**config.mk**
```make
export PLATFORM = sky130hd
export DESIGN_NAME = vga_rect_fill
export DESIGN_NICKNAME = d
export VERILOG_FILES = /design/src/rtl/vga_rect_fill.sv
export SDC_FILE = /design/constraint.sdc
export NUM_CORES = 1
export LEC_CHECK = 0
export BUFFER_PORTS_ARGS = -buffer_cell sky130_fd_sc_hd__buf_2
export CAP_MARGIN = 40
export CORE_ASPECT_RATIO = 1.5
export CORE_MARGIN = 2
export CORE_UTILIZATION = 51
export DETAILED_ROUTE_END_ITERATION = 16
export GPL_ROUTABILITY_DRIVEN = 0
export MAX_ROUTING_LAYER = met4
export PLACE_DENSITY = 0.79
export SYNTH_ARGS = -nofsm -noshare
export SYNTH_HDL_FRONTEND = slang
export SYNTH_SLANG_ARGS = --single-unit
```
**constraint.sdc**
```tcl
create_clock -name sys_clk -period 2.1 [get_ports sys_clk]
set_input_delay 0.42 -clock sys_clk [delete_from_list [all_inputs] [get_ports sys_clk]]
set_output_delay 0.42 -clock sys_clk [all_outputs]
set_load 0.005 [all_outputs]
```
**src/rtl/vga_rect_fill.sv**
```systemverilog
`default_nettype none
// ============================================================================
//  Module      : vga_rect_fill
//  Description : Avalon-MM write initiator that fills an axis-aligned
//                rectangle of the VGA frame buffer with one colour, one
//                pixel word per transfer, walking the rectangle row by row.
//  Revision    : 1.0 - initial release
// ============================================================================
module vga_rect_fill #(
  parameter int AVN_AW    = 19,
  parameter int AVN_DW    = 16,
  parameter int H_RES     = 640,
  parameter int V_RES     = 480,
  parameter int BASE_ADDR = 0,
  parameter int XW        = $clog2(H_RES),
  parameter int YW        = $clog2(V_RES)
) (
  input  logic                  sys_clk,
  input  logic                  sys_rst_n,
  input  logic                  cmd_valid,
  output logic                  cmd_ready,
  input  logic [XW-1:0]         cmd_x0,
  input  logic [XW-1:0]         cmd_x1,
  input  logic [YW-1:0]         cmd_y0,
  input  logic [YW-1:0]         cmd_y1,
  input  logic [AVN_DW-1:0]     cmd_color,
  input  logic                  cmd_abort,
  output logic                  busy,
  output logic                  done,
  output logic                  aborted,
  output logic                  err,
  output logic                  framebuffer_avn_write,
  output logic                  framebuffer_avn_read,
  output logic [AVN_AW-1:0]     framebuffer_avn_address,
  output logic [AVN_DW-1:0]     framebuffer_avn_writedata,
  output logic [AVN_DW/8-1:0]   framebuffer_avn_byteenable,
  input  logic                  framebuffer_avn_waitrequest
);

  localparam logic [1:0] S_IDLE  = 2'd0;
  localparam logic [1:0] S_WRITE = 2'd1;
  localparam logic [1:0] S_DONE  = 2'd2;

  // Limits carry one extra bit so a resolution equal to a power of two still fits.
  localparam logic [XW:0]       C_H_LIM = (XW+1)'(H_RES);
  localparam logic [YW:0]       C_V_LIM = (YW+1)'(V_RES);
  localparam logic [AVN_AW-1:0] C_PITCH = AVN_AW'(H_RES);
  localparam logic [AVN_AW-1:0] C_BASE  = AVN_AW'(BASE_ADDR);

  logic [1:0]        state_q, state_d;
  logic [XW-1:0]     x_q, x_d, x0_q, x0_d, x1_q, x1_d;
  logic [YW-1:0]     y_q, y_d, y1_q, y1_d;
  logic [AVN_AW-1:0] row_base_q, row_base_d;
  logic [AVN_DW-1:0] color_q, color_d;
  logic              abort_q, abort_d;
  logic              aborted_q, aborted_d;
  logic              err_q, err_d;

  logic              legal;
  logic              cmd_fire;
  logic              beat;
  logic              row_end;
  logic              last_pixel;
  logic              abort_now;
  logic [AVN_AW-1:0] row0_base;

  assign legal      = (cmd_x0 <= cmd_x1) && ({1'b0, cmd_x1} < C_H_LIM) &&
                      (cmd_y0 <= cmd_y1) && ({1'b0, cmd_y1} < C_V_LIM);
  assign cmd_fire   = (state_q == S_IDLE) && cmd_valid;
  assign beat       = (state_q == S_WRITE) && !framebuffer_avn_waitrequest;
  assign row_end    = (x_q == x1_q);
  assign last_pixel = row_end && (y_q == y1_q);
  // A pending abort includes one raised in the very cycle a beat completes.
  assign abort_now  = abort_q | cmd_abort;
  // The only multiply: first row base, formed once when the command is taken.
  assign row0_base  = C_BASE + AVN_AW'(cmd_y0) * C_PITCH;

  // State register; reset returns to IDLE at once, dropping any write request.
  always_ff @(posedge sys_clk or negedge sys_rst_n) begin
    if (!sys_rst_n) state_q <= S_IDLE;
    else            state_q <= state_d;
  end

  // Next-state logic: leave WRITE only when a beat is actually accepted.
  always_comb begin
    state_d = state_q;
    case (state_q)
      S_IDLE:  if (cmd_fire && legal) state_d = S_WRITE;
      S_WRITE: if (beat && (last_pixel || abort_now)) state_d = S_DONE;
      S_DONE:  state_d = S_IDLE;
      default: state_d = S_IDLE;
    endcase
  end

  // State-decoded handshake and status outputs.
  always_comb begin
    cmd_ready             = 1'b0;
    busy                  = 1'b0;
    done                  = 1'b0;
    framebuffer_avn_write = 1'b0;
    case (state_q)
      S_IDLE:  cmd_ready = 1'b1;
      S_WRITE: begin
        busy                  = 1'b1;
        framebuffer_avn_write = 1'b1;
      end
      S_DONE: begin
        busy = 1'b1;
        done = 1'b1;
      end
      default: cmd_ready = 1'b0;
    endcase
  end

  // Rectangle walker: command latch, x/y stepping and row base accumulation.
  always_comb begin
    x_d        = x_q;
    x0_d       = x0_q;
    x1_d       = x1_q;
    y_d        = y_q;
    y1_d       = y1_q;
    row_base_d = row_base_q;
    color_d    = color_q;
    abort_d    = abort_q;
    aborted_d  = aborted_q;
    err_d      = cmd_fire && !legal;
    case (state_q)
      S_IDLE: begin
        if (cmd_fire && legal) begin
          x0_d       = cmd_x0;
          x1_d       = cmd_x1;
          x_d        = cmd_x0;
          y_d        = cmd_y0;
          y1_d       = cmd_y1;
          color_d    = cmd_color;
          row_base_d = row0_base;
          abort_d    = 1'b0;
          aborted_d  = 1'b0;
        end
      end
      S_WRITE: begin
        abort_d = abort_now;
        if (beat) begin
          aborted_d = abort_now;
          if (!row_end) begin
            x_d = x_q + 1'b1;
          end else if (!last_pixel) begin
            x_d        = x0_q;
            y_d        = y_q + 1'b1;
            row_base_d = row_base_q + C_PITCH;
          end
        end
      end
      S_DONE:  abort_d = 1'b0;
      default: abort_d = 1'b0;
    endcase
  end

  // Datapath registers.
  always_ff @(posedge sys_clk or negedge sys_rst_n) begin
    if (!sys_rst_n) begin
      x_q        <= '0;
      x0_q       <= '0;
      x1_q       <= '0;
      y_q        <= '0;
      y1_q       <= '0;
      row_base_q <= '0;
      color_q    <= '0;
      abort_q    <= 1'b0;
      aborted_q  <= 1'b0;
      err_q      <= 1'b0;
    end else begin
      x_q        <= x_d;
      x0_q       <= x0_d;
      x1_q       <= x1_d;
      y_q        <= y_d;
      y1_q       <= y1_d;
      row_base_q <= row_base_d;
      color_q    <= color_d;
      abort_q    <= abort_d;
      aborted_q  <= aborted_d;
      err_q      <= err_d;
    end
  end

  assign aborted                    = done & aborted_q;
  assign err                        = err_q;
  assign framebuffer_avn_read       = 1'b0;
  assign framebuffer_avn_address    = row_base_q + AVN_AW'(x_q);
  assign framebuffer_avn_writedata  = color_q;
  assign framebuffer_avn_byteenable = '1;

endmodule
`default_nettype wire

```
==> summary.txt, run 1 <==
Status -> finished with violations
Failing checks -> setup timing
Fmax -> 0.363 GHz
Fin area -> 8590 um2
Via/cell ratio -> 6.55
Die ar. -> 11500 um2
Hold WS -> 0.310 ns
Delay-heaviest family, CP -> simple AND/OR/NAND/NOR gates
Die W -> 88.3 um
Util after Layout -> 82.0%
Critical path capture point type -> register
Final Non-Filler Cells -> 930
Placed Area -> 7060 um2
Largest net degree at the start of global routing -> 54
Number of synthesized flops with an enable pin -> 0
Final setup viols -> 89
Clock Skew -> 0.0107 ns
Largest vdd supply drop -> 0.916 mV
Critical Path Stages -> 8
Initial core utilization -> 51.9%
Crit path max fanout -> 12
Sequential-to-total area share from yosys stat -> 37.2%
Max-slew headroom -> 56.2%
Crit path time final -> 2.76 ns
Placed cell count -> 882
Data arrival time of the worst path -> 3.02 ns
Startpoint types -> register
RSZ-0062 raised after global routing -> yes
Most used cell along the critical path -> buf_4
Mapped Area -> 5440 um2
DRC Markers -> 0
Depth of the worst hold-timing path -> 2
# port buffers -> 99
Final Total Pwr -> 12.8 mW
Overall routing resource usage -> 40.5%
Total CTS buffers -> 9
Setup TNS -> -37.23 ns
Crit-path cells -> buf_4, xnor2_1, nand4_1, or3_4, buf_4, o21ai_0, a31oi_1, nor3b_4
Ys Warns -> 0
Netlist cell types -> 59
IO Pins -> 103
CTS clock-pin slew for the worst setup and hold paths -> 0.07 ns
# diodes -> 0
TritonRoute pass-1 iters -> 8
Vias -> 6088
Final nets -> 883
Mapped Cells -> 570
Syn avg cell area -> 9.55 um2
1st-iter DRT viols -> 621
Share of layout cells above drive strength 1 -> 53.7%
Leakage -> 3.81 nW
Predominant post-synthesis flop cell -> dfrtp_1
Vias in the first global route -> 6230
Final Cycle Share -> 131%
Power Density -> 1490 nW/um2
Dpl hpwl -> 11900 um
CTS H-tree lvls -> 3
CORE AREA -> 10500 um2
Clk buf depth -> 2
Req. time, crit path -> 2.37 ns
Root buffer cell -> clkbuf_16
CTS sink cnt -> 81
Final Worst Setup Slack -> -0.656 ns
Routed WL per cell -> 25.1 um
Worst R2R Path Depth -> 8
# rows -> 46
Detail Route Antenna Nets -> 0
Final WL -> 23400 um
Post-synth ARST share -> 100%
Worst Max-Slew Pin Slew -> 0.658 ns
First-pass GRT wire length -> 33800 um
Clk_lat worst skew -> 0.35 ns
Yosys reg bits -> 81
Place WS -> -0.750 ns
CTS tree -> yes
Hold Path Class -> in2reg
Setup Crit Path Kind -> reg2reg
Max Cap Viol -> 0
Area grow syn2layout -> 57.8%
Final Hold Fails -> 0
Gr ovfl total -> 0
Buf+Inv Stages, Crit Path -> 2
Initial antenna violation count -> 0
Max Slew Vio Count -> 0
DIE HEIGHT -> 131 um
Crit-path slowest cell -> or3_4
Max incr delay on CP -> 0.49 ns
[placed cells by master (no fill, tap or decap), types with 4 or more instances in the layout]
master	n
xor2_1	10
a21oi_1	16
ha_4	17
mux2i_1	7
a21oi_2	22
and3_1	8
nand3_1	11
a211oi_2	5
a21oi_4	5
mux2_4	48
clkbuf_16	10
o21ai_1	4
inv_1	16
nor2_2	5
ha_2	4
o21ai_0	26
ha_1	21
xnor2_1	33
buf_8	9
buf_4	109
nor2_1	21
nand4_1	15
nor2_4	11
buf_16	5
nand2_1	42
a21o_1	7
nor3_1	4
a31oi_1	12
buf_12	5
inv_2	5
dfrtp_1	81
buf_6	29
buf_2	79
[cell type report]
class | count | area (um2)
repair buffers | 238 | 1950
clock buffers | 9 | 225
fillers | 539 | 1890
well taps | 144 | 180
flip-flops and latches | 81 | 2030
inverters | 28 | 140
multi-input cells | 423 | 4010
clock inverters | 7 | 53.8
[repair_timing]
action                                  CTS  global route
setup buffers                            24             6
hold endpoints to repair                 20             0
hold buffers                              1             0
pin swaps                                34            28
gates cloned                              9             1
resized for setup                       151            65
endpoints found under the setup margin   88            90
[worst paths after layout]
kind	start	endpoint	slack (ns)
worst min-delay path	cmd_x1[5]	x1_q[5]$_DFFE_PN0P_	0.31
worst min register to register	framebuffer_avn_writedata[8]$_DFFE_PN0P_	framebuffer_avn_writedata[8]$_DFFE_PN0P_	0.51
worst max register to register	x_q[8]$_DFFE_PN0P_	row_base_q[9]$_DFFE_PN0P_	-0.66
min in group asynchronous	sys_rst_n	x1_q[5]$_DFFE_PN0P_	0.52
worst max-delay path	x_q[8]$_DFFE_PN0P_	row_base_q[9]$_DFFE_PN0P_	-0.66
max in group asynchronous	sys_rst_n	row_base_q[18]$_DFFE_PN0P_	1.02
[cell families after synthesis]
group | after synthesis | synth area share [%]
AO/OA/AOI/OAI | 137 | 16.0
adder cells (fa/ha/maj) | 43 | 10.0
other | 2 | 0.138
multiplexers | 55 | 11.2
buffers and inverters | 67 | 5.82
flip-flops | 81 | 37.2
XOR/XNOR | 43 | 6.92
AND/OR/NAND/NOR | 142 | 12.6
[per-layer routing]
layer / wire, um / vias to the layer above / GRT usage (%)
met1: 7810 / 2970 / 44.1
met3: 1790 / 189 / 7.10
li1: - / 2455 / -
met2: 11900 / 474 / 65.2
met4: 1900 / 0 / 29.8
met5: 0 / - / -
[synthesized netlist by cell type (all sizes together), types with 3 or more instances]
master / instances / area [um2]
or3: 3 / 18.8
nor3b: 3 / 22.5
buf: 21 / 144
a21o: 7 / 52.6
dfrtp: 81 / 2030
a211oi: 8 / 60.1
ha: 42 / 526
mux2i: 7 / 70.1
o21ai: 35 / 183
nand2: 44 / 165
a21oi: 43 / 215
and2: 3 / 18.8
nor3: 7 / 46.3
o22ai: 6 / 37.5
inv: 27 / 101
xor2: 10 / 87.6
o211ai: 3 / 27.5
a31oi: 16 / 100
mux2: 48 / 541
and3: 8 / 50.1
nand4: 15 / 93.8
clkbuf: 18 / 67.6
nor2: 37 / 146
nand3: 14 / 70.1
xnor2: 33 / 289
[report_power, final]
group | leakage (nW) | switching [mW] | internal (mW)
sequential | 0.933 | 0.771 | 2.31
clock | 0.128 | 0.737 | 0.811
combinational | 2.75 | 4.14 | 4.01
total | 3.81 | 5.65 | 7.13
[sequential cells by signal, indices dropped and copies added, names as in the netlist]
register / count
y_q: 9
x1_q: 10
x0_q: 10
x_q: 10
aborted_q: 1
err: 1
abort_q: 1
state_q: 2
row_base_q: 12
y1_q: 9
framebuffer_avn_writedata: 16
Power figures use the tool's default switching activity.
==> run 2, diff against run 1 <==
--- a/config.mk
+++ b/config.mk
@@ -12,6 +12,7 @@
 export CORE_UTILIZATION = 51
 export DETAILED_ROUTE_END_ITERATION = 16
 export GPL_ROUTABILITY_DRIVEN = 0
+export GPL_TIMING_DRIVEN = 0
 export MAX_ROUTING_LAYER = met4
 export PLACE_DENSITY = 0.79
 export SYNTH_ARGS = -nofsm -noshare
==> summary.txt, run 2 (same netlist as run 1, synthesis figures left out) <==
TritonRoute pass-1 iters -> 9
Gr ovfl total -> 0
Final Hold Fails -> 0
Final WL -> 22500 um
Max layer used -> met4
Startpoint types -> register
Depth of the worst hold-timing path -> 2
CTS tree -> yes
Area grow syn2layout -> 54.6%
DRC Markers -> 0
CTS sink cnt -> 81
Worst Max-Slew Pin Slew -> 0.735 ns
Crit-path cells -> inv_1, ha_2, clkinv_4, nor4_2, a221oi_2, buf_4, buf_4, nand3_1, o22ai_1, a211oi_2
Final Worst Setup Slack -> -0.469 ns
# rows -> 46
Place WS -> -0.993 ns
Crit-path slowest cell -> nor4_2
Setup TNS -> -29.85 ns
Worst r2r src -> state_q[1]$_DFFE_PN0P_
Max incr delay on CP -> 0.45 ns
Vias in the first global route -> 5546
DIE HEIGHT -> 131 um
Initial antenna violation count -> 0
Crit path time final -> 2.57 ns
Hold Path Sink -> framebuffer_avn_writedata[3]$_DFFE_PN0P_
1st-iter DRT viols -> 720
Routed WL per cell -> 25.4 um
WL met3 -> 2000 um
Status -> finished with violations
Die W -> 88.3 um
Clk buf depth -> 2
Data arrival time of the worst path -> 2.82 ns
Critical path capture point type -> register
Initial core utilization -> 51.9%
IO Pins -> 103
Total CTS buffers -> 9
Final setup viols -> 90
CORE AREA -> 10500 um2
Worst R2R Path Depth -> 10
CTS H-tree lvls -> 3
Detail Route Antenna Nets -> 0
Commonest non-fill, non-tap cells in the layout -> 75 x buf_2, 75 x dfrtp_1, 48 x mux2_4, 45 x buf_4, 42 x nand2_1
Power Density -> 1520 nW/um2
Clock Skew -> 0.00827 ns
RR Endpoint -> row_base_q[7]$_DFFE_PN0P_
RSZ-0062 raised after global routing -> yes
Max Slew Vio Count -> 0
Failing checks -> setup timing
Hold WS -> 0.303 ns
Hold Startpoint -> cmd_color[3]
Largest net degree at the start of global routing -> 63
Final nets -> 839
Largest register FFs -> 16
Final Cycle Share -> 122%
Largest vdd supply drop -> 0.786 mV
Clk_lat worst skew -> 0.35 ns
Most used cell along the critical path -> buf_4
Via/cell ratio -> 6.69
Detail Route met2 WL -> 11000 um
Share of layout cells above drive strength 1 -> 52.3%
Crit path max fanout -> 10
Vias -> 5926
Leakage -> 3.60 nW
Fmax -> 0.389 GHz
Hold Path Class -> in2reg
Dpl hpwl -> 11700 um
Max Cap Viol -> 0
Reg-to-reg slack, setup -> -0.47 ns
# port buffers -> 99
Setup Crit Path Kind -> reg2reg
Post-Route M1 WL -> 7470 um
Root buffer cell -> clkbuf_16
Final Total Pwr -> 12.8 mW
First-pass GRT wire length -> 27900 um
Die ar. -> 11500 um2
CTS clock-pin slew for the worst setup and hold paths -> 0.07 ns
Max-slew headroom -> 51.0%
Overall routing resource usage -> 32.5%
# diodes -> 0
Req. time, crit path -> 2.35 ns
run 2: cell types whose count changed in the layout (fill, tap and decap cells not counted), sizes merged:
cell      before  now
clkbuf        10   31
inv           29   28
buf          236  171
clkinvlp       3    2
or4b           1    2
clkinv         3    4
run 2: how the worst max path moves through the flow:
stage | end | startpoint | slack [ns] | cells past startpoint
floorplan | x0_q[0]$_DFFE_PN0P_ | cmd_x1[6] | -0.38 | 9
global placement | y1_q[3]$_DFFE_PN0P_ | cmd_x1[8] | -0.91 | 10
detailed placement | y1_q[3]$_DFFE_PN0P_ | cmd_x0[2] | -0.99 | 9
CTS | framebuffer_avn_address[16] | row_base_q[8]$_DFFE_PN0P_ | -0.31 | 9
global route | row_base_q[18]$_DFFE_PN0P_ | x_q[8]$_DFFE_PN0P_ | -0.55 | 11
finish | row_base_q[7]$_DFFE_PN0P_ | state_q[1]$_DFFE_PN0P_ | -0.47 | 10
run 2: power breakdown:
part / internal, mW / total [mW] / switching (mW) / leakage, nW
logic: 3.94 / 8.07 / 4.13 / 2.53
clock network: 0.836 / 1.53 / 0.694 / 0.135
registers: 2.32 / 3.17 / 0.843 / 0.928
run 2: metrics by stage:
| stage | util [%] | instances | area [um2] |
|---|---|---|---|
| after floorplan | - | 571 | 5720 |
| after global placement | 61.1 | 814 | 6400 |
| after detailed placement | 61.4 | 815 | 6430 |
| after CTS | 73.7 | 865 | 7720 |
| after global routing | 80.3 | 886 | 8410 |
| final | 80.3 | 886 | 8410 |
run 2: routing by layer:
metal	global-route usage (%)	vias up
li1	-	2379
met5	-	-
met1	35.8	2866
met3	5.65	204
met4	20.9	0
met2	53.6	477
run 2: timing repair:
| item | in CTS | in global routing |
|---|---|---|
| gates resized for setup | 162 | 143 |
| buffers inserted | 29 | 22 |
| endpoints found under the setup margin | 89 | 89 |
| endpoints found under the hold margin | 19 | 0 |
| gates cloned | 5 | 6 |
| pin swaps | 32 | 60 |
| hold buffers | 1 | 0 |
run 2: layout make-up:
type                    count  area, um2
fillers                   552       2060
multi-input cells         424       4130
well taps                 144        180
inverters                  28        148
flip-flops and latches     81       2030
plain buffers              35        295
clock inverters             6       42.5
clock buffers              10        239
repair buffers            158       1340
run 2: critical path: cells and delay by family, from the launching register on:
kind | cells | cell delay (ns)
buffers and inverters | 4 | 0.69
flip-flops | 1 | 0.44
adder cells (fa/ha/maj) | 1 | 0.28
AO/OA/AOI/OAI | 3 | 0.52
AND/OR/NAND/NOR | 2 | 0.55
==> run 3, diff against run 2 <==
--- a/config.mk
+++ b/config.mk
@@ -10,11 +10,13 @@
 export CORE_ASPECT_RATIO = 1.5
 export CORE_MARGIN = 2
 export CORE_UTILIZATION = 51
+export CTS_CLUSTER_SIZE = 8
 export DETAILED_ROUTE_END_ITERATION = 16
 export GPL_ROUTABILITY_DRIVEN = 0
 export GPL_TIMING_DRIVEN = 0
 export MAX_ROUTING_LAYER = met4
 export PLACE_DENSITY = 0.79
+export SKIP_CTS_REPAIR_TIMING = 1
 export SYNTH_ARGS = -nofsm -noshare
 export SYNTH_HDL_FRONTEND = slang
 export SYNTH_SLANG_ARGS = --single-unit
==> summary.txt, run 3 (same netlist as run 1, synthesis figures left out) <==
CTS clock-pin slew for the worst setup and hold paths -> 0.06 ns
CTS tree -> yes
Gr ovfl total -> 0
Final Total Pwr -> 12.1 mW
CTS H-tree lvls -> 3
Crit-path slowest cell -> nor3_4
Startpoint types -> input port
DIE HEIGHT -> 131 um
Crit path max fanout -> 8
Final Non-Filler Cells -> 884
Overall routing resource usage -> 28.0%
Clock Skew -> 0.0120 ns
Worst r2r src -> x_q[8]$_DFFE_PN0P_
Final setup viols -> 89
# rows -> 46
Largest vdd supply drop -> 1.19 mV
Setup Crit Path Kind -> in2reg
# port buffers -> 99
Req. time, crit path -> 2.34 ns
Vias -> 5618
Routed WL per cell -> 22.6 um
Final Hold Fails -> 0
Worst Max-Slew Pin Slew -> 0.701 ns
Max Slew Vio Count -> 0
Hold Startpoint -> cmd_color[3]
Fmax -> 0.392 GHz
Crit path time final -> 2.55 ns
DRC Markers -> 0
Hold WS -> 0.298 ns
Buf+Inv Stages, Crit Path -> 5
Placed cell count -> 815
Status -> finished with violations
Root buffer cell -> clkbuf_16
TritonRoute pass-1 iters -> 6
# diodes -> 0
Final nets -> 837
IO Pins -> 103
Fillcell total -> 601
CTS sink cnt -> 81
Critical path origin -> cmd_x1[2]
Commonest non-fill, non-tap cells in the layout -> 87 x buf_2, 73 x dfrtp_1, 48 x mux2_4, 43 x nand2_1, 42 x buf_4
Final WL -> 20000 um
Crit-path cells -> buf_2, inv_2, ha_4, nand4_1, buf_4, nor3_2, o211ai_4, nor3_4, buf_12, clkbuf_16, mux2_4
Final Cycle Share -> 122%
Via/cell ratio -> 6.36
1st-iter DRT viols -> 739
Final Worst Setup Slack -> -0.453 ns
Vias in the first global route -> 4939
Failing checks -> setup timing
Area grow syn2layout -> 49.3%
RSZ-0062 raised after global routing -> yes
Critical path capture point type -> register
Initial antenna violation count -> 0
Hold Path Class -> in2reg
Max Cap Viol -> 0
Place WS -> -0.993 ns
Detail Route Antenna Nets -> 0
Die ar. -> 11500 um2
Dpl hpwl -> 11700 um
Initial core utilization -> 51.9%
Util after Layout -> 77.6%
Commonest non-fill, non-tap cell in the layout -> buf_2
Share of layout cells above drive strength 1 -> 48.9%
Total CTS buffers -> 9
First-pass GRT wire length -> 24200 um
Clk_lat worst skew -> 0.36 ns
Clk buf depth -> 2
Data arrival time of the worst path -> 2.79 ns
Delay-heaviest family, CP -> simple AND/OR/NAND/NOR gates
Power Density -> 1490 nW/um2
Die W -> 88.3 um
CORE AREA -> 10500 um2
Max incr delay on CP -> 0.37 ns
Max-slew headroom -> 53.3%
Leakage -> 3.51 nW
Largest net degree at the start of global routing -> 63
Largest register FFs -> 16
-- run 3: worst paths after layout --
check	to	slack [ns]	cells past startpoint
max in group asynchronous	y_q[2]$_DFFE_PN0P_	0.98	3
setup / recovery	x0_q[9]$_DFFE_PN0P_	-0.45	11
setup reg to reg	y_q[1]$_DFFE_PN0P_	-0.35	10
hold / removal	framebuffer_avn_writedata[3]$_DFFE_PN0P_	0.30	2
hold reg to reg	framebuffer_avn_writedata[8]$_DFFE_PN0P_	0.51	1
min in group asynchronous	x0_q[3]$_DFFE_PN0P_	0.49	2
-- run 3: per-stage QoR --
| step | TNS [ns] | area [um2] |
|---|---|---|
| CTS | -50.33 | 6710 |
| floorplan | -22.83 | 5720 |
| finish | -31.58 | 8130 |
| detailed placement | -71.87 | 6430 |
| global route | -33.48 | 8130 |
| global placement | -66.37 | 6400 |
-- run 3: metal layers --
| layer | global-route usage, % | up-vias | wire length (um) |
|---|---|---|---|
| met2 | 47.1 | 420 | 10000 |
| met3 | 5.21 | 152 | 1490 |
| met5 | - | - | 0 |
| met1 | 30.8 | 2673 | 6870 |
| li1 | - | 2373 | - |
| met4 | 16.0 | 0 | 1550 |
-- run 3: cell type report --
cell class                 count  area, um2  area share [%]
buffer                        38        318            3.91
timing repair buffer         152       1200            14.8
sequential                    81       2040            25.1
clock buffer                  10        239            2.94
clock inverter                 6       42.5           0.524
tap                          144        180            2.22
inverter                      28        144            1.77
multi-input combinational    425       3960            48.8
-- run 3: power by group --
part	leakage [nW]	total (mW)	switching, mW	internal [mW]
combinational	2.45	7.42	3.67	3.74
sequential	0.927	3.14	0.810	2.33
clock	0.135	1.54	0.706	0.836
